## src/rtl/lcd_pkg.sv

```systemverilog
// lcd_pkg: sequencer states, nibble-engine phases and HD44780 command
// constants shared by lcd_nibble_tx and lcd_char_writer.
package lcd_pkg;

   localparam int CNT_W = 20;

   typedef enum logic [2:0] {
      PWR_WAIT,
      INIT_NIB,
      INIT_CFG,
      IDLE,
      SEND_HI,
      SEND_LO,
      WAIT
   } lcd_state_t;

   typedef enum logic [1:0] {
      TX_IDLE,
      TX_SU,
      TX_E,
      TX_GAP
   } tx_phase_t;

   localparam logic [3:0] NIB_INIT3 = 4'h3;
   localparam logic [3:0] NIB_INIT2 = 4'h2;

   localparam logic [7:0] CMD_FUNC  = 8'h28;
   localparam logic [7:0] CMD_ENTRY = 8'h06;
   localparam logic [7:0] CMD_DISP  = 8'h0C;
   localparam logic [7:0] CMD_CLEAR = 8'h01;

   localparam logic [7:0] CMD_LINE1 = 8'h80;
   localparam logic [7:0] CMD_LINE2 = 8'hC0;

   function automatic logic [7:0] cfg_cmd(input logic [1:0] i);
      logic [7:0] c;
      case (i)
         2'd0:    c = CMD_FUNC;
         2'd1:    c = CMD_ENTRY;
         2'd2:    c = CMD_DISP;
         default: c = CMD_CLEAR;
      endcase
      return c;
   endfunction

   // Clear and return-home need the long execution time
   function automatic logic is_slow(input logic [7:0] b);
      return (b == 8'h01) || (b == 8'h02);
   endfunction

endpackage

```

## src/rtl/lcd_nibble_tx.sv

```systemverilog
// lcd_nibble_tx: one HD44780 nibble frame (setup, E pulse, gap) with a
// one-cycle done pulse in the last gap cycle so frames can chain back to back.
module lcd_nibble_tx
   import lcd_pkg::*;
#(
   parameter int T_SU = 2,
   parameter int T_E  = 12
) (
   input  logic             clk,
   input  logic             rst,
   input  logic             i_start,
   input  logic [3:0]       i_nib,
   input  logic             i_rs,
   input  logic [CNT_W-1:0] i_gap,
   output logic             o_done,
   output logic             o_gap,
   output logic [3:0]       o_d,
   output logic             o_e,
   output logic             o_rs
);

   localparam logic [CNT_W-1:0] SU_LD = CNT_W'(T_SU - 1);
   localparam logic [CNT_W-1:0] E_LD  = CNT_W'(T_E - 1);

   tx_phase_t        r_phase;
   tx_phase_t        w_phase;
   logic [CNT_W-1:0] r_cnt;
   logic [CNT_W-1:0] w_cnt;
   logic [CNT_W-1:0] r_gap_ld;
   logic [3:0]       r_nib;
   logic             r_rs;
   logic             w_cnt_end;

   assign w_cnt_end = (r_cnt == '0);

   always_ff @(posedge clk) begin
      if (rst) begin
         r_phase <= TX_IDLE;
         r_cnt   <= '0;
      end else begin
         r_phase <= w_phase;
         r_cnt   <= w_cnt;
      end
   end

   always_ff @(posedge clk) begin
      if (rst) begin
         r_nib    <= '0;
         r_rs     <= 1'b0;
         r_gap_ld <= '0;
      end else if (i_start) begin
         r_nib    <= i_nib;
         r_rs     <= i_rs;
         r_gap_ld <= i_gap - CNT_W'(1);
      end
   end

   always_comb begin
      w_phase = r_phase;
      w_cnt   = r_cnt;
      if (i_start) begin
         w_phase = TX_SU;
         w_cnt   = SU_LD;
      end else begin
         unique case (r_phase)
            TX_SU: begin
               if (w_cnt_end) begin
                  w_phase = TX_E;
                  w_cnt   = E_LD;
               end else begin
                  w_cnt = r_cnt - CNT_W'(1);
               end
            end
            TX_E: begin
               if (w_cnt_end) begin
                  w_phase = TX_GAP;
                  w_cnt   = r_gap_ld;
               end else begin
                  w_cnt = r_cnt - CNT_W'(1);
               end
            end
            TX_GAP: begin
               if (w_cnt_end) w_phase = TX_IDLE;
               else           w_cnt   = r_cnt - CNT_W'(1);
            end
            default: w_phase = TX_IDLE;
         endcase
      end
   end

   always_comb begin
      o_done = (r_phase == TX_GAP) && w_cnt_end;
      o_gap  = (r_phase == TX_GAP);
      o_e    = (r_phase == TX_E);
      o_d    = r_nib;
      o_rs   = r_rs;
   end

endmodule

```

## src/rtl/lcd_char_writer.sv

```systemverilog
// lcd_char_writer: HD44780 4-bit write-only sequencer with valid/ready input.
// Define LCD_WRAP_EN to auto-insert line-2 / line-1 address commands.
module lcd_char_writer
   import lcd_pkg::*;
#(
   parameter int T_PWR   = 750000,
   parameter int T_INIT1 = 205000,
   parameter int T_INIT2 = 5000,
   parameter int T_SU    = 2,
   parameter int T_E     = 12,
   parameter int T_NIB   = 50,
   parameter int T_CMD   = 2000,
   parameter int T_CLR   = 82000
) (
   input  logic       clk,
   input  logic       rst,
   input  logic [7:0] char_in,
   input  logic       char_is_cmd,
   input  logic       char_valid,
   output logic       char_ready,
   output logic       init_done,
   output logic [3:0] lcd_d,
   output logic       lcd_e,
   output logic       lcd_rs,
   output logic       lcd_rw
);

   localparam logic [CNT_W-1:0] PWR_LD  = CNT_W'(T_PWR - 1);
   localparam logic [CNT_W-1:0] G_INIT1 = CNT_W'(T_INIT1);
   localparam logic [CNT_W-1:0] G_INIT2 = CNT_W'(T_INIT2);
   localparam logic [CNT_W-1:0] G_NIB   = CNT_W'(T_NIB);
   localparam logic [CNT_W-1:0] G_CMD   = CNT_W'(T_CMD);
   localparam logic [CNT_W-1:0] G_CLR   = CNT_W'(T_CLR);

   lcd_state_t       r_state;
   lcd_state_t       w_next;
   logic [CNT_W-1:0] r_pwr;
   logic [7:0]       r_byte;
   logic             r_cmd;
   logic [2:0]       r_idx;
   logic             r_init_done;

   logic             w_start;
   logic [3:0]       w_nib;
   logic             w_rs;
   logic [CNT_W-1:0] w_gap_len;
   logic             w_done;
   logic             w_tx_gap;
   logic             w_accept;
   logic             w_pwr_end;
   logic             w_lo_end;
   logic             w_ins_go;
   logic             w_pend;
   logic [7:0]       w_ins;
   logic [7:0]       w_cfg;

   assign w_accept  = (r_state == IDLE) && char_valid;
   assign w_pwr_end = (r_state == PWR_WAIT) && (r_pwr == '0);
   assign w_lo_end  = ((r_state == SEND_LO) || (r_state == WAIT)) && w_done;
   assign w_ins_go  = w_lo_end && r_init_done && w_pend;
   assign w_cfg     = cfg_cmd(r_idx[1:0]);

   always_ff @(posedge clk) begin
      if (rst) r_state <= PWR_WAIT;
      else     r_state <= w_next;
   end

   always_comb begin
      w_next = r_state;
      unique case (r_state)
         PWR_WAIT: if (w_pwr_end) w_next = INIT_NIB;
         INIT_NIB: if (w_done && r_idx == 3'd3) w_next = INIT_CFG;
         INIT_CFG: w_next = SEND_HI;
         IDLE:     if (char_valid) w_next = SEND_HI;
         SEND_HI:  if (w_done) w_next = SEND_LO;
         SEND_LO, WAIT: begin
            if (w_lo_end) begin
               if (!r_init_done && r_idx != 3'd4) w_next = INIT_CFG;
               else if (w_ins_go)                 w_next = SEND_HI;
               else                               w_next = IDLE;
            end else if (w_tx_gap) begin
               w_next = WAIT;
            end
         end
         default: w_next = PWR_WAIT;
      endcase
   end

   // Each frame is launched in the cycle that ends the previous one
   always_comb begin
      w_start   = 1'b0;
      w_nib     = '0;
      w_rs      = 1'b0;
      w_gap_len = G_CMD;
      unique case (r_state)
         PWR_WAIT: begin
            if (w_pwr_end) begin
               w_start   = 1'b1;
               w_nib     = NIB_INIT3;
               w_gap_len = G_INIT1;
            end
         end
         INIT_NIB: begin
            if (w_done && r_idx != 3'd3) begin
               w_start   = 1'b1;
               w_nib     = (r_idx == 3'd2) ? NIB_INIT2 : NIB_INIT3;
               w_gap_len = (r_idx == 3'd0) ? G_INIT2 : G_CMD;
            end
         end
         INIT_CFG: begin
            w_start   = 1'b1;
            w_nib     = w_cfg[7:4];
            w_gap_len = G_NIB;
         end
         IDLE: begin
            if (char_valid) begin
               w_start   = 1'b1;
               w_nib     = char_in[7:4];
               w_rs      = ~char_is_cmd;
               w_gap_len = G_NIB;
            end
         end
         SEND_HI: begin
            if (w_done) begin
               w_start   = 1'b1;
               w_nib     = r_byte[3:0];
               w_rs      = ~r_cmd;
               w_gap_len = (r_cmd && is_slow(r_byte)) ? G_CLR : G_CMD;
            end
         end
         SEND_LO, WAIT: begin
            if (w_ins_go) begin
               w_start   = 1'b1;
               w_nib     = w_ins[7:4];
               w_gap_len = G_NIB;
            end
         end
         default: w_start = 1'b0;
      endcase
   end

   always_ff @(posedge clk) begin
      if (rst) begin
         r_pwr       <= PWR_LD;
         r_byte      <= '0;
         r_cmd       <= 1'b0;
         r_idx       <= '0;
         r_init_done <= 1'b0;
      end else begin
         if (r_state == PWR_WAIT && r_pwr != '0)
            r_pwr <= r_pwr - CNT_W'(1);
         if (r_state == INIT_NIB && w_done)
            r_idx <= (r_idx == 3'd3) ? 3'd0 : r_idx + 3'd1;
         if (r_state == INIT_CFG) begin
            r_byte <= w_cfg;
            r_cmd  <= 1'b1;
            r_idx  <= r_idx + 3'd1;
         end
         if (w_accept) begin
            r_byte <= char_in;
            r_cmd  <= char_is_cmd;
         end
         if (w_ins_go) begin
            r_byte <= w_ins;
            r_cmd  <= 1'b1;
         end
         if (w_next == IDLE)
            r_init_done <= 1'b1;
      end
   end

`ifdef LCD_WRAP_EN
   logic [4:0] r_col;
   logic       r_pend;
   logic [7:0] r_ins;

   // Count 16 or 32 wraps the 5-bit column through the address insert
   always_ff @(posedge clk) begin
      if (rst) begin
         r_col  <= '0;
         r_pend <= 1'b0;
         r_ins  <= CMD_LINE1;
      end else if (w_accept) begin
         if (char_is_cmd) begin
            if (is_slow(char_in)) r_col <= '0;
         end else begin
            r_col <= r_col + 5'd1;
            if (r_col == 5'd15) begin
               r_pend <= 1'b1;
               r_ins  <= CMD_LINE2;
            end else if (r_col == 5'd31) begin
               r_pend <= 1'b1;
               r_ins  <= CMD_LINE1;
            end
         end
      end else if (w_ins_go) begin
         r_pend <= 1'b0;
      end
   end

   assign w_pend = r_pend;
   assign w_ins  = r_ins;
`else
   assign w_pend = 1'b0;
   assign w_ins  = CMD_LINE1;
`endif

   lcd_nibble_tx #(
      .T_SU (T_SU),
      .T_E  (T_E)
   ) u_tx (
      .clk     (clk),
      .rst     (rst),
      .i_start (w_start),
      .i_nib   (w_nib),
      .i_rs    (w_rs),
      .i_gap   (w_gap_len),
      .o_done  (w_done),
      .o_gap   (w_tx_gap),
      .o_d     (lcd_d),
      .o_e     (lcd_e),
      .o_rs    (lcd_rs)
   );

   assign char_ready = (r_state == IDLE);
   assign init_done  = r_init_done;
   assign lcd_rw     = 1'b0;

endmodule

```

## config.mk

```make
export PLATFORM = sky130hd
export DESIGN_NAME = lcd_char_writer
export DESIGN_NICKNAME = d
export VERILOG_FILES = /design/src/rtl/lcd_pkg.sv /design/src/rtl/lcd_nibble_tx.sv /design/src/rtl/lcd_char_writer.sv
export SDC_FILE = /design/constraint.sdc
export NUM_CORES = 1
export LEC_CHECK = 0
export BUFFER_PORTS_ARGS = -buffer_cell sky130_fd_sc_hd__buf_2
export CAP_MARGIN = 20
export CORE_ASPECT_RATIO = 1.2
export CORE_MARGIN = 2
export CORE_UTILIZATION = 55
export CTS_CLUSTER_DIAMETER = 30
export DETAILED_ROUTE_END_ITERATION = 6
export GPL_ROUTABILITY_DRIVEN = 1
export HOLD_SLACK_MARGIN = 0.02
export PLACE_DENSITY = 0.72
export SKIP_CTS_REPAIR_TIMING = 1
export SLEW_MARGIN = 0
export SYNTH_ARGS = -nofsm -noshare
export SYNTH_HDL_FRONTEND = slang
export SYNTH_HIERARCHICAL = 1
export SYNTH_SLANG_ARGS = --single-unit
```

## constraint.sdc

```tcl
create_clock -name clk -period 4.77 [get_ports clk]
set_input_delay 0.477 -clock clk [delete_from_list [all_inputs] [get_ports clk]]
set_output_delay 0.477 -clock clk [all_outputs]
set_load 0.02 [all_outputs]
```

Word-level counts from Yosys, hierarchy flattened
Cells that the tools add are included.

storage, ports and cells
  register bits after elaboration = 83
  bits of input ports = 12
  output and inout bits = 9
  word-level logic and storage cells = 121

operators by class
  $add $sub $neg = 4
  equal/unequal tests = 26
  multiplexer cells = 47
  bitwise logic cells = 2
  reduce and logical (&&, ||, !) cells = 29

operators by type and width
  kind                                                    count
  case mux 18 bit (5 select lines)                        1
  two-way mux 20 bit                                      3
  case mux 20 bit (3 select lines)                        1
  logical NOT 20 bit                                      2
  subtractor 20 x 1 -> 20 bit (second input constant)     2
  two-way mux 17 bit                                      2
  two-way mux 3 bit                                       9
  two-way mux 13 bit                                      2
  case mux 4 bit (5 select lines)                         1
  nonzero test 20 bit                                     1
  subtractor 18 x 1 -> 19 bit (second input constant)     1
  two-way mux 18 bit                                      1
  case mux 3 bit (6 select lines)                         1
  case mux 6 bit (3 select lines)                         1
  two-way mux 8 bit                                       2
  equality test 3 x 2 -> 1 bit (second input constant)    5
  two-way mux 1 bit                                       12
  two-way mux 11 bit                                      1
  logical AND 1 bit                                       10
  two-way mux 2 bit                                       5
  equality test 3 bit (second input constant)             3
  inequality test 3 x 2 -> 1 bit (second input constant)  3
  equality test 8 x 1 -> 1 bit (second input constant)    1
  equality test 8 x 2 -> 1 bit (second input constant)    1
  23 further kinds                                        37

Longest topological paths before layout
Gate-level depths: netlist of run 1.

  depth after elaboration = 7
  mapped depth = 19
  gate-level depth less buffers = 16

Hierarchy
Netlist of run 1, hierarchy kept.

modules (own cells, without submodules)
  module           times used  cells an instance  area each (µm²)  seq. area each (µm²)
  lcd_nibble_tx    1           328                2801.4           940.9
  lcd_char_writer  1           257                2085.8           720.7

Least setup slack after synthesis of run 1
No wires, ideal clock.

  kind = register to register
  from = reg u_tx.r_cnt[0]
  to = reg u_tx.r_gap_ld[6]
  data arrival time = 4401 ps
  data required time = 4679 ps
  setup slack = 278 ps
  stages on the path, launching flop included = 18
  clock period less this slack = 4492 ps
  cell sequence = dfxtp_1 inv_1 ha_1 nor3b_1 and2_1 buf_4 nand2_2 nor2_1 clkbuf_1 nand2_1 or4b_2 nor3_1 or2_2 inv_1 or4b_1 clkbuf_1 or3_2 a311oi_1

between the ends
  longest elaborated chain between the ends = 6
  elaborated cells between the ends (all ways) = 10
  those cells by class = add/sub: 1; mux: 6; reduce/logical: 3

RTL lines
  item                                  line                    source
  start, declared                       lcd_nibble_tx.sv:27     logic [CNT_W-1:0] r_cnt;
  start signal, assigned                lcd_nibble_tx.sv:42     r_cnt <= w_cnt;
  logical NOT 20 bit (*)                lcd_nibble_tx.sv:34     assign w_cnt_end = (r_cnt == '0);
  logical AND 1 bit (*)                 lcd_nibble_tx.sv:92     o_done = (r_phase == TX_GAP) && w_cnt_end;
  net w_done                            lcd_char_writer.sv:47   logic w_done;
  logical AND 1 bit                     lcd_char_writer.sv:104  if (w_done && r_idx != 3'd3) begin
  two-way mux 13 bit                    lcd_char_writer.sv:104
  case mux 18 bit (5 select lines) (*)  lcd_char_writer.sv:95   unique case (r_state)
  net w_gap_len[3]                      lcd_char_writer.sv:46   logic [CNT_W-1:0] w_gap_len;
  subtractor 18 x 1 -> 19 bit (*)       lcd_nibble_tx.sv:54     r_gap_ld <= i_gap - CNT_W'(1);
  end signal, assigned                  lcd_nibble_tx.sv:54
  end, declared                         lcd_nibble_tx.sv:29     logic [CNT_W-1:0] r_gap_ld;

The timed path passes the listed nets; every way through them passes the cells marked *.
A chain may end at the register's enable or synchronous reset.

Worst setup path after layout of run 1
  from = reg u_tx.r_cnt[0]
  to = reg u_tx.r_gap_ld[19]

Same word-level chain as after synthesis.

==> results of run 1 <==
[final timing paths]
check,end,depth (start not counted),startpoint
setup / recovery,u_tx/r_gap_ld[19],16,u_tx/r_cnt[0]
hold reg to reg,r_byte[4],2,r_byte[4]
setup reg to reg,u_tx/r_gap_ld[19],16,u_tx/r_cnt[0]
hold / removal,r_byte[4],3,char_in[4]
[power by group]
| part | internal, W | switching, W | leakage (nW) |
|---|---|---|---|
| sequential | 0.000695 | 0.00000435 | 0.669 |
| combinational | 0.0000370 | 0.0000695 | 1.09 |
| clock | 0.000294 | 0.000250 | 0.103 |
| total | 0.00103 | 0.000324 | 1.87 |
[cell families (layout without fill, tap and decap cells)]
group / count (synthesis) / count (layout) / share of synthesized area (%)
AND/OR/NAND/NOR: 236 / 236 / 27.1
flip-flops: 83 / 83 / 34.0
XOR/XNOR: 26 / 26 / 4.66
multiplexers: 11 / 11 / 2.28
adder cells (fa/ha/maj): 14 / 14 / 3.58
AO/OA/AOI/OAI: 158 / 158 / 22.3
buffers and inverters: 56 / 70 / 6.07
other: 1 / 19 / 0.0767
[final cells by class]
type                       instances  area (µm²)  area share (%)
inverter                          23        86.3            1.63
timing repair buffer              31         185            3.50
clock buffer                      11         131            2.48
multi-input combinational        464        3000            56.7
clock inverter                     5        77.6            1.47
sequential                        83        1660            31.4
tap                              117         146            2.77
[Yosys cell counts (3+ instances only)]
| library cell | instances |
|---|---|
| nand2_1 | 41 |
| or3_2 | 4 |
| dfxtp_1 | 83 |
| o21ai_0 | 33 |
| clkbuf_1 | 16 |
| xor2_1 | 16 |
| nand3_1 | 11 |
| o2bb2ai_1 | 3 |
| o22ai_1 | 4 |
| or4_1 | 6 |
| nor3_1 | 23 |
| nor2_1 | 69 |
| or3_1 | 8 |
| a21oi_1 | 29 |
| buf_2 | 6 |
| a32o_1 | 9 |
| and2_1 | 4 |
| mux2i_1 | 10 |
| a311oi_1 | 6 |
| or4_4 | 3 |
| o211ai_1 | 3 |
| inv_1 | 23 |
| nor2b_1 | 9 |
| a31oi_1 | 9 |
| nand4b_1 | 3 |
| xnor2_1 | 10 |
| buf_4 | 3 |
| nor4_4 | 4 |
| ha_1 | 14 |
| nor4_1 | 10 |
| a211oi_1 | 21 |
| o31ai_1 | 8 |
| or2_2 | 3 |
| a22oi_1 | 7 |
| and3_1 | 3 |
| nand4_1 | 13 |
| clkbuf_8 | 6 |
[registers in the layout, summed over array words and instances, names as in the netlist]
register / count
init_done: 1
r_byte: 8
r_cmd: 1
r_idx: 3
r_pwr: 20
r_state: 3
u_tx/o_d: 4
u_tx/o_rs: 1
u_tx/r_cnt: 20
u_tx/r_gap_ld: 20
u_tx/r_phase: 2
[stage by stage]
stage / area [µm²] / std cells / worst slack (ns) / util, %
global route: 5290 / 734 / -0.0308 / 61.4
detailed placement: 5060 / 716 / 0.389 / 58.8
CTS: 5270 / 732 / 0.349 / 61.2
global placement: 5060 / 716 / 0.538 / 58.8
floorplan: 4950 / 603 / 0.278 / -
finish: 5290 / 734 / 0.306 / 61.4
[worst max-delay path: cells and delay by family (launching register included)]
kind,cells,cell delay (ns)
buffers and inverters,1,0.13
adder cells (fa/ha/maj),1,0.24
AND/OR/NAND/NOR,10,2.88
XOR/XNOR,1,0.16
flip-flops,1,0.38
AO/OA/AOI/OAI,3,0.60
[layer usage]
metal	track usage (%)	share of wire, %
met5	0	0
met2	43.6	50
met1	30.6	42
met4	13.3	2.8
met3	3.50	4.4
==> results.py, run 1 <==
metrics = {
    "status": {
        "outcome": "completed",
    },
    "placement": {
        "dp_hpwl_um": 8630,
        "place.gp.congestion": 0.968,
        "port_buffers": 19,
    },
    "detailed_routing": {
        "drc": 0,
        "dr.pass1.iters": 5,
        "ant_nets": 0,
        "drt_iter0_drc": 255,
        "num_vias": 4503,
        "totalWireLength_um": 12000,
        "routedWlPerCell_um": 16.3,
        "via_per_inst": 6.13,
    },
    "sta": {
        "fin_hold_ws_ns": 0.380,
        "fin_crit_ns": 4.46,
        "slew_headroom_pct": 27.7,
        "tightest_slew_ns": 1.08,
        "setup_viol_count_final": 0,
        "fin_setup_tns_ns": 0,
        "slew_violations": 0,
        "rsz0062_at_grt": "yes",
        "fmax_mhz": 224,
        "fin_skew_ns": 0.0119,
        "hold_viol_final": 0,
        "post-route-period-util_pct": 93.6,
    },
    "die": {
        "initial_core_util_pct": 56.8,
        "rows": 37,
        "fp.dieH_um": 107,
        "ios": 21,
        "die_w_um": 90.1,
        "die_area_mm2": 0.00966,
        "coreArea_mm2": 0.00861,
    },
    "final_layout": {
        "final_cell_mix": "dfxtp_1 (83), nor2_1 (69), nand2_1 (41), o21ai_0 (33), a21oi_1 (29)",
        "area_delta_synth_final_pct": 8.24,
        "final_common_cell": "dfxtp_1",
        "n_fill_cell": 802,
        "finalNetCount": 638,
        "layout-drive-gt1-share_pct": 12.6,
        "antenna_cells": 0,
    },
    "clocking": {
        "numCtsBuffers": 9,
        "cts_max_path_buffers": 2,
        "clk_latency_ns": 0.36,
        "clkTransAtPathRegs_ns": 0.09,
        "root_buffer": "clkbuf_8",
        "cts_tree": "built",
        "cts_sinks": 83,
        "h-tree-depth": 3,
    },
    "flow_run": {
        "max_cap_violations": 0,
    },
    "synthesis": {
        "synth_cell_types": 73,
        "synth.area.top_cells": "dfxtp_1 (34%), nor2_1 (5.3%), ha_1 (3.6%)",
        "netlist_area_mm2": 0.00489,
        "postSynthCellCount": 585,
        "synth_edf_count": 0,
        "ys_warn_count": 6,
        "synth_top_flop_cell": "dfxtp_1",
        "synthArstFlopShare_pct": 0,
        "ys_seq_area_share_pct": 34.0,
        "avgSynthCellArea_um2": 8.35,
        "yosysTopAreaCell": "dfxtp_1",
        "netlist.area_leader.share_pct": 34.0,
        "ys_ff_latch": 83,
    },
    "setup_path": {
        "crit_path_start_kind": "register",
        "cpMostUsedCell": "o21ai_0",
        "critPathRequiredTime_ns": 5.05,
        "path_cells": "inv_1, ha_1, nor3b_1, and2_1, nand2_2, nor2_1, nand2_1, or4b_2, nor2b_1, o21ai_0, o21ai_0, or4_1, nor4_4, nand3b_1, xor2_1, a211oi_1",
        "reg2reg_slack_ns": 0.31,
        "end_kind": "register",
        "slowest_delay_ns": 0.68,
        "crit_arrival_ns": 4.74,
        "worstPathMaxFanout": 8,
        "crit_type": "reg -> reg",
        "cp_slowest_cell": "or4_1",
    },
    "global_route": {
        "grt_pass1_wl_um": 20200,
        "grt_usage_pct": 25.2,
        "grt_pass1_vias": 4336,
        "grt_overflow": 0,
        "grt_start_max_net_pins": 48,
        "antenna_found_initial": 0,
    },
    "power_and_ir_drop": {
        "ir_worst_vdd_mv": 0.193,
        "leakage_nw": 1.87,
        "p_per_area_mw_per_mm2": 255,
        "power_w": 0.00135,
    },
    "worst_hold_path": {
        "min_path_type": "in -> reg",
    },
}
Note: power is estimated with default switching activity, not from simulation.
==> run 2, diff against run 1 <==
--- a/config.mk
+++ b/config.mk
@@ -5,7 +5,7 @@
 export SDC_FILE = /design/constraint.sdc
 export NUM_CORES = 1
 export LEC_CHECK = 0
-export BUFFER_PORTS_ARGS = -buffer_cell sky130_fd_sc_hd__buf_2
+export BUFFER_PORTS_ARGS = -buffer_cell sky130_fd_sc_hd__buf_4
 export CAP_MARGIN = 20
 export CORE_ASPECT_RATIO = 1.2
 export CORE_MARGIN = 2
==> run 2 against run 1 <==
Register-to-register slack gained 0.11 ns. Sequential power is essentially flat. Worst hold slack gained 0.021 ns. Sequential share of layout area shrank 0.32 points. Routed wire length shrank 2.6%. First-iteration DRC count shrank 3.1%. Worst setup slack gained 0.11 ns. Clock power grew 3%. Critical endpoint unchanged. Largest power group unchanged. Highest routed layer unchanged.
==> results.py, run 2 (same netlist as run 1, synthesis figures left out) <==
metrics = {
    "status": {
        "outcome": "completed",
    },
    "power_and_ir_drop": {
        "ir_worst_vdd_mv": 0.185,
        "p_sw_w": 0.000325,
        "internal-power_w": 0.00104,
        "leakage_nw": 1.87,
        "clockPowerShare_pct": 40.9,
        "power_frac_seq_pct": 51.2,
        "p_per_area_mw_per_mm2": 256,
        "switching_share_pct": 23.8,
        "comb_power_share_pct": 7.9,
    },
    "clocking": {
        "h-tree-depth": 3,
        "cts_tree": "built",
        "cts_max_path_buffers": 2,
        "root_buffer": "clkbuf_8",
        "cts_sinks": 83,
        "clk_latency_ns": 0.35,
        "numCtsBuffers": 9,
        "clkTransAtPathRegs_ns": 0.08,
    },
    "sta": {
        "fin_crit_ns": 4.35,
        "fin_setup_tns_ns": 0,
        "rsz0062_at_grt": "no",
        "setup_viol_count_final": 0,
        "fin_hold_ws_ns": 0.401,
        "slew_violations": 0,
        "slew_headroom_pct": 23.0,
        "fmax_mhz": 230,
        "tightest_slew_ns": 1.15,
        "post-route-period-util_pct": 91.2,
        "fin_skew_ns": 0.0127,
        "hold_viol_final": 0,
    },
    "final_layout": {
        "largestRegisters": "r_pwr (20), u_tx/r_cnt (20), u_tx/r_gap_ld (20)",
        "finalNonFillerCells": 732,
        "antenna_cells": 0,
        "final_cell_area_mm2": 0.00535,
        "final_common_cell": "dfxtp_1",
        "finalNetCount": 637,
        "layout-drive-gt1-share_pct": 12.8,
        "area_delta_synth_final_pct": 9.37,
        "final_cell_mix": "dfxtp_1 (83), nor2_1 (69), nand2_1 (41), o21ai_0 (32), buf_4 (30)",
    },
    "detailed_routing": {
        "drc": 0,
        "totalWireLength_um": 11600,
        "num_vias": 4468,
        "routedWlPerCell_um": 15.9,
        "via_per_inst": 6.10,
        "drt_iter0_drc": 247,
        "dr.pass1.iters": 5,
        "ant_nets": 0,
    },
    "setup_path": {
        "cpMostUsedCell": "buf_4",
        "path_cells": "inv_1, ha_1, nor3b_1, buf_4, and2_1, nand2_2, nor2_1, buf_4, nor4bb_1, nand3_1, a21oi_1, o21ai_0, or4_4, nor4_4, nand3b_1, xor2_1, a211oi_1",
        "slowest_delay_ns": 0.60,
        "crit_arrival_ns": 4.62,
        "critPathBufInv": 3,
        "cp_top_family": "simple AND/OR/NAND/NOR gates",
        "crit_type": "reg -> reg",
        "crit_path_start_kind": "register",
        "cp_slowest_cell": "or4_4",
        "end_kind": "register",
        "worstPathMaxFanout": 10,
        "critPathRequiredTime_ns": 5.04,
    },
    "placement": {
        "dp_cells": 716,
        "dp_hpwl_um": 8300,
        "port_buffers": 19,
        "postPlaceCellArea_mm2": 0.00511,
        "place.gp.congestion": 0.935,
    },
    "global_route": {
        "grt_start_max_net_pins": 56,
        "antenna_found_initial": 0,
        "grt_usage_pct": 24.4,
        "grt_pass1_vias": 4090,
        "grt_pass1_wl_um": 19500,
        "grt_overflow": 0,
    },
    "die": {
        "rows": 37,
        "ios": 21,
        "die_w_um": 90.1,
        "die_area_mm2": 0.00966,
        "initial_core_util_pct": 56.8,
        "coreArea_mm2": 0.00861,
        "fp.dieH_um": 107,
    },
    "flow_run": {
        "max_cap_violations": 0,
    },
    "worst_hold_path": {
        "min_path_type": "in -> reg",
    },
}
[run 2: worst register-to-register path, cell delays in order, from the launching register on]
cell and delay (ns):
dfxtp_1 0.38, inv_1 0.13, ha_1 0.23, nor3b_1 0.21, buf_4 0.16, and2_1 0.17, nand2_2 0.14, nor2_1 0.21
buf_4 0.23, nor4bb_1 0.31, nand3_1 0.16, a21oi_1 0.26, o21ai_0 0.26, or4_4 0.60, nor4_4 0.33, nand3b_1 0.13
xor2_1 0.16, a211oi_1 0.21
[run 2: cell type report]
type | instances | area (µm²)
fill | 763 | 3270
clock buffer | 11 | 141
multi-input combinational | 464 | 3010
inverter | 23 | 86.3
timing repair buffer | 30 | 225
sequential | 83 | 1660
tap | 117 | 146
clock inverter | 4 | 75.1
[run 2: worst paths after layout]
kind	to	slack, ns	depth (start not counted)	startpoint
worst max-delay path	u_tx/r_gap_ld[19]	0.42	17	u_tx/r_cnt[0]
worst min register to register	r_byte[4]	0.46	2	r_byte[4]
worst min-delay path	r_byte[4]	0.40	3	char_in[4]
worst max register to register	u_tx/r_gap_ld[19]	0.42	17	u_tx/r_cnt[0]
[run 2: power by group through the flow]
stage | clock network, W | logic, W | registers (W)
after floorplan | 0 | 0.0000817 | 0.000715
after detailed placement | 0 | 0.000106 | 0.000716
after CTS | 0.000573 | 0.000106 | 0.000699
after global placement | 0 | 0.000105 | 0.000715
after global routing | 0.000596 | 0.000119 | 0.000700
final | 0.000559 | 0.000108 | 0.000699
[run 2: metrics by stage]
step	worst slack (ns)	power (W)	utilization [%]
2_1_floorplan	0.278	0.000796	-
3_3_place_gp	0.453	0.000820	59.3
3_5_place_dp	0.327	0.000822	59.3
4_1_cts	0.290	0.00138	61.8
5_1_grt	0.0202	0.00141	62.1
6_report	0.418	0.00137	62.1
[run 2: per-layer routing]
metal | share of wire (%) | GRT usage [%] | wire length, µm
met5 | 0 | 0 | 0
met3 | 4.1 | 3.57 | 478
met4 | 2.7 | 10.1 | 312
met1 | 45 | 31.2 | 5220
met2 | 48 | 41.6 | 5620
==> run 3, diff against run 2 <==
--- a/config.mk
+++ b/config.mk
@@ -7,14 +7,16 @@
 export LEC_CHECK = 0
 export BUFFER_PORTS_ARGS = -buffer_cell sky130_fd_sc_hd__buf_4
 export CAP_MARGIN = 20
+export CELL_PAD_IN_SITES_DETAIL_PLACEMENT = 0
+export CELL_PAD_IN_SITES_GLOBAL_PLACEMENT = 1
 export CORE_ASPECT_RATIO = 1.2
 export CORE_MARGIN = 2
-export CORE_UTILIZATION = 55
+export CORE_UTILIZATION = 43
 export CTS_CLUSTER_DIAMETER = 30
 export DETAILED_ROUTE_END_ITERATION = 6
 export GPL_ROUTABILITY_DRIVEN = 1
 export HOLD_SLACK_MARGIN = 0.02
-export PLACE_DENSITY = 0.72
+export PLACE_DENSITY = 0.74
 export SKIP_CTS_REPAIR_TIMING = 1
 export SLEW_MARGIN = 0
 export SYNTH_ARGS = -nofsm -noshare
==> run 3 against run 2 <==
First-iteration DRC count down 18%. Worst hold slack better by 0.011 ns. Largest power group is now the clock network. Clock skew down 0.0046 ns. Die area up 27%.
==> results.py, run 3 (same netlist as run 1, synthesis figures left out) <==
metrics = {
    "sta": {
        "fin_crit_ns": 4.45,
        "setup_viol_count_final": 0,
        "hold_viol_final": 0,
        "post-route-period-util_pct": 93.3,
        "tightest_slew_ns": 1.07,
        "slew_headroom_pct": 28.5,
        "fin_skew_ns": 0.00812,
        "slew_violations": 0,
        "fmax_mhz": 225,
    },
    "die": {
        "fp.dieH_um": 121,
        "rows": 42,
        "die_w_um": 101,
        "coreArea_mm2": 0.0110,
        "die_area_mm2": 0.0122,
        "initial_core_util_pct": 44.3,
        "ios": 21,
    },
    "clocking": {
        "cts_tree": "built",
        "cts_sinks": 83,
        "clkTransAtPathRegs_ns": 0.06,
        "cts_max_path_buffers": 2,
        "numCtsBuffers": 9,
        "clk_latency_ns": 0.33,
        "root_buffer": "clkbuf_16",
        "h-tree-depth": 3,
    },
    "setup_path": {
        "critPathRequiredTime_ns": 5.01,
        "worstPathMaxFanout": 8,
        "crit_arrival_ns": 4.70,
        "crit_path_start_kind": "register",
        "end_kind": "register",
        "crit_type": "reg -> reg",
    },
    "power_and_ir_drop": {
        "p_per_area_mw_per_mm2": 295,
        "ir_worst_vdd_mv": 0.172,
        "leakage_nw": 1.93,
    },
    "detailed_routing": {
        "drc": 0,
        "totalWireLength_um": 12600,
        "num_vias": 4380,
        "drt_iter0_drc": 202,
        "dr.pass1.iters": 5,
        "ant_nets": 0,
        "via_per_inst": 5.86,
        "routedWlPerCell_um": 16.8,
    },
    "final_layout": {
        "area_delta_synth_final_pct": 12.1,
        "final_cell_area_mm2": 0.00548,
        "n_fill_cell": 1110,
        "final_common_cell": "dfxtp_1",
        "antenna_cells": 0,
        "final_cell_mix": "dfxtp_1 (83), nor2_1 (69), nand2_1 (41), o21ai_0 (33)",
        "utilization_pct": 49.7,
        "layout-drive-gt1-share_pct": 12.5,
        "finalNetCount": 636,
        "layout.area.seq_mm2": 0.00166,
        "multi_input_area_mm2": 0.00301,
        "largestRegisters": "r_pwr (20), u_tx/r_cnt (20), u_tx/r_gap_ld (20)",
    },
    "global_route": {
        "grt_overflow": 0,
        "grt_start_max_net_pins": 56,
        "grt_pass1_wl_um": 21100,
        "grt_usage_pct": 21.5,
        "grt_pass1_vias": 4256,
        "antenna_found_initial": 0,
    },
    "status": {
        "outcome": "completed",
    },
    "placement": {
        "dp_hpwl_um": 9020,
        "port_buffers": 19,
        "postPlaceCellArea_mm2": 0.00511,
        "place.gp.congestion": 0.933,
    },
    "flow_run": {
        "max_cap_violations": 0,
    },
    "worst_hold_path": {
        "min_path_type": "in -> reg",
    },
}
-- run 3: final cells by class --
type	instances	area share, %
clock buffers	12	4.50
clock inverters	4	1.78
inverters	23	1.58
multi-input cells	464	54.8
flip-flops and latches	83	30.3
well taps	132	3.01
repair buffers	29	3.97
-- run 3: final timing paths --
check                start           endpoint  slack [ns]  cells after the start
max          u_tx/r_cnt[0]  u_tx/r_gap_ld[16]        0.32                     16
min reg2reg      r_byte[4]          r_byte[4]        0.46                      2
min             char_in[6]          r_byte[6]        0.41                      3
max reg2reg  u_tx/r_cnt[0]  u_tx/r_gap_ld[16]        0.32                     16
-- run 3: metal layers --
metal	part of all wire (%)	track usage (%)	wire [µm]	vias to the layer above
met5	0	0	0	-
met4	2.6	9.71	325	0
met3	3.3	3.53	415	23
met2	48	35.2	6060	89
met1	46	27.6	5760	2062
li1	-	-	-	2206
-- run 3: where the power goes --
| part | internal, W | switching [W] | leakage (nW) |
|---|---|---|---|
| registers | 0.000696 | 0.00000417 | 0.669 |
| logic | 0.0000393 | 0.0000706 | 1.10 |
| clock network | 0.000527 | 0.000279 | 0.163 |
-- run 3: per-stage QoR --
stage / setup TNS, ns / worst slack [ns] / std cells / hold slack [ns] / total power (W)
final: 0 / 0.320 / 747 / 0.411 / 0.00162
after global placement: 0 / 0.460 / 729 / 0.446 / 0.000823
after CTS: 0 / 0.246 / 745 / 0.395 / 0.00163
after global routing: -0.00469 / -0.00313 / 747 / 0.424 / 0.00167
after floorplan: 0 / 0.278 / 603 / 0.435 / 0.000796
after detailed placement: 0 / 0.280 / 729 / 0.446 / 0.000825
-- run 3: worst max-delay path: stages (launching register included) --
cell      delay, ns
dfxtp_1        0.38
inv_1          0.13
ha_1           0.25
nor3b_1        0.27
and2_1         0.20
nand2_2        0.13
nor2_1         0.20
nand2_1        0.13
or4b_2         0.68
nor3_2         0.22
or2_2          0.20
inv_1          0.12
or4b_1         0.69
nor3_1         0.26
nand3b_1       0.12
xor2_1         0.15
a211oi_1       0.23
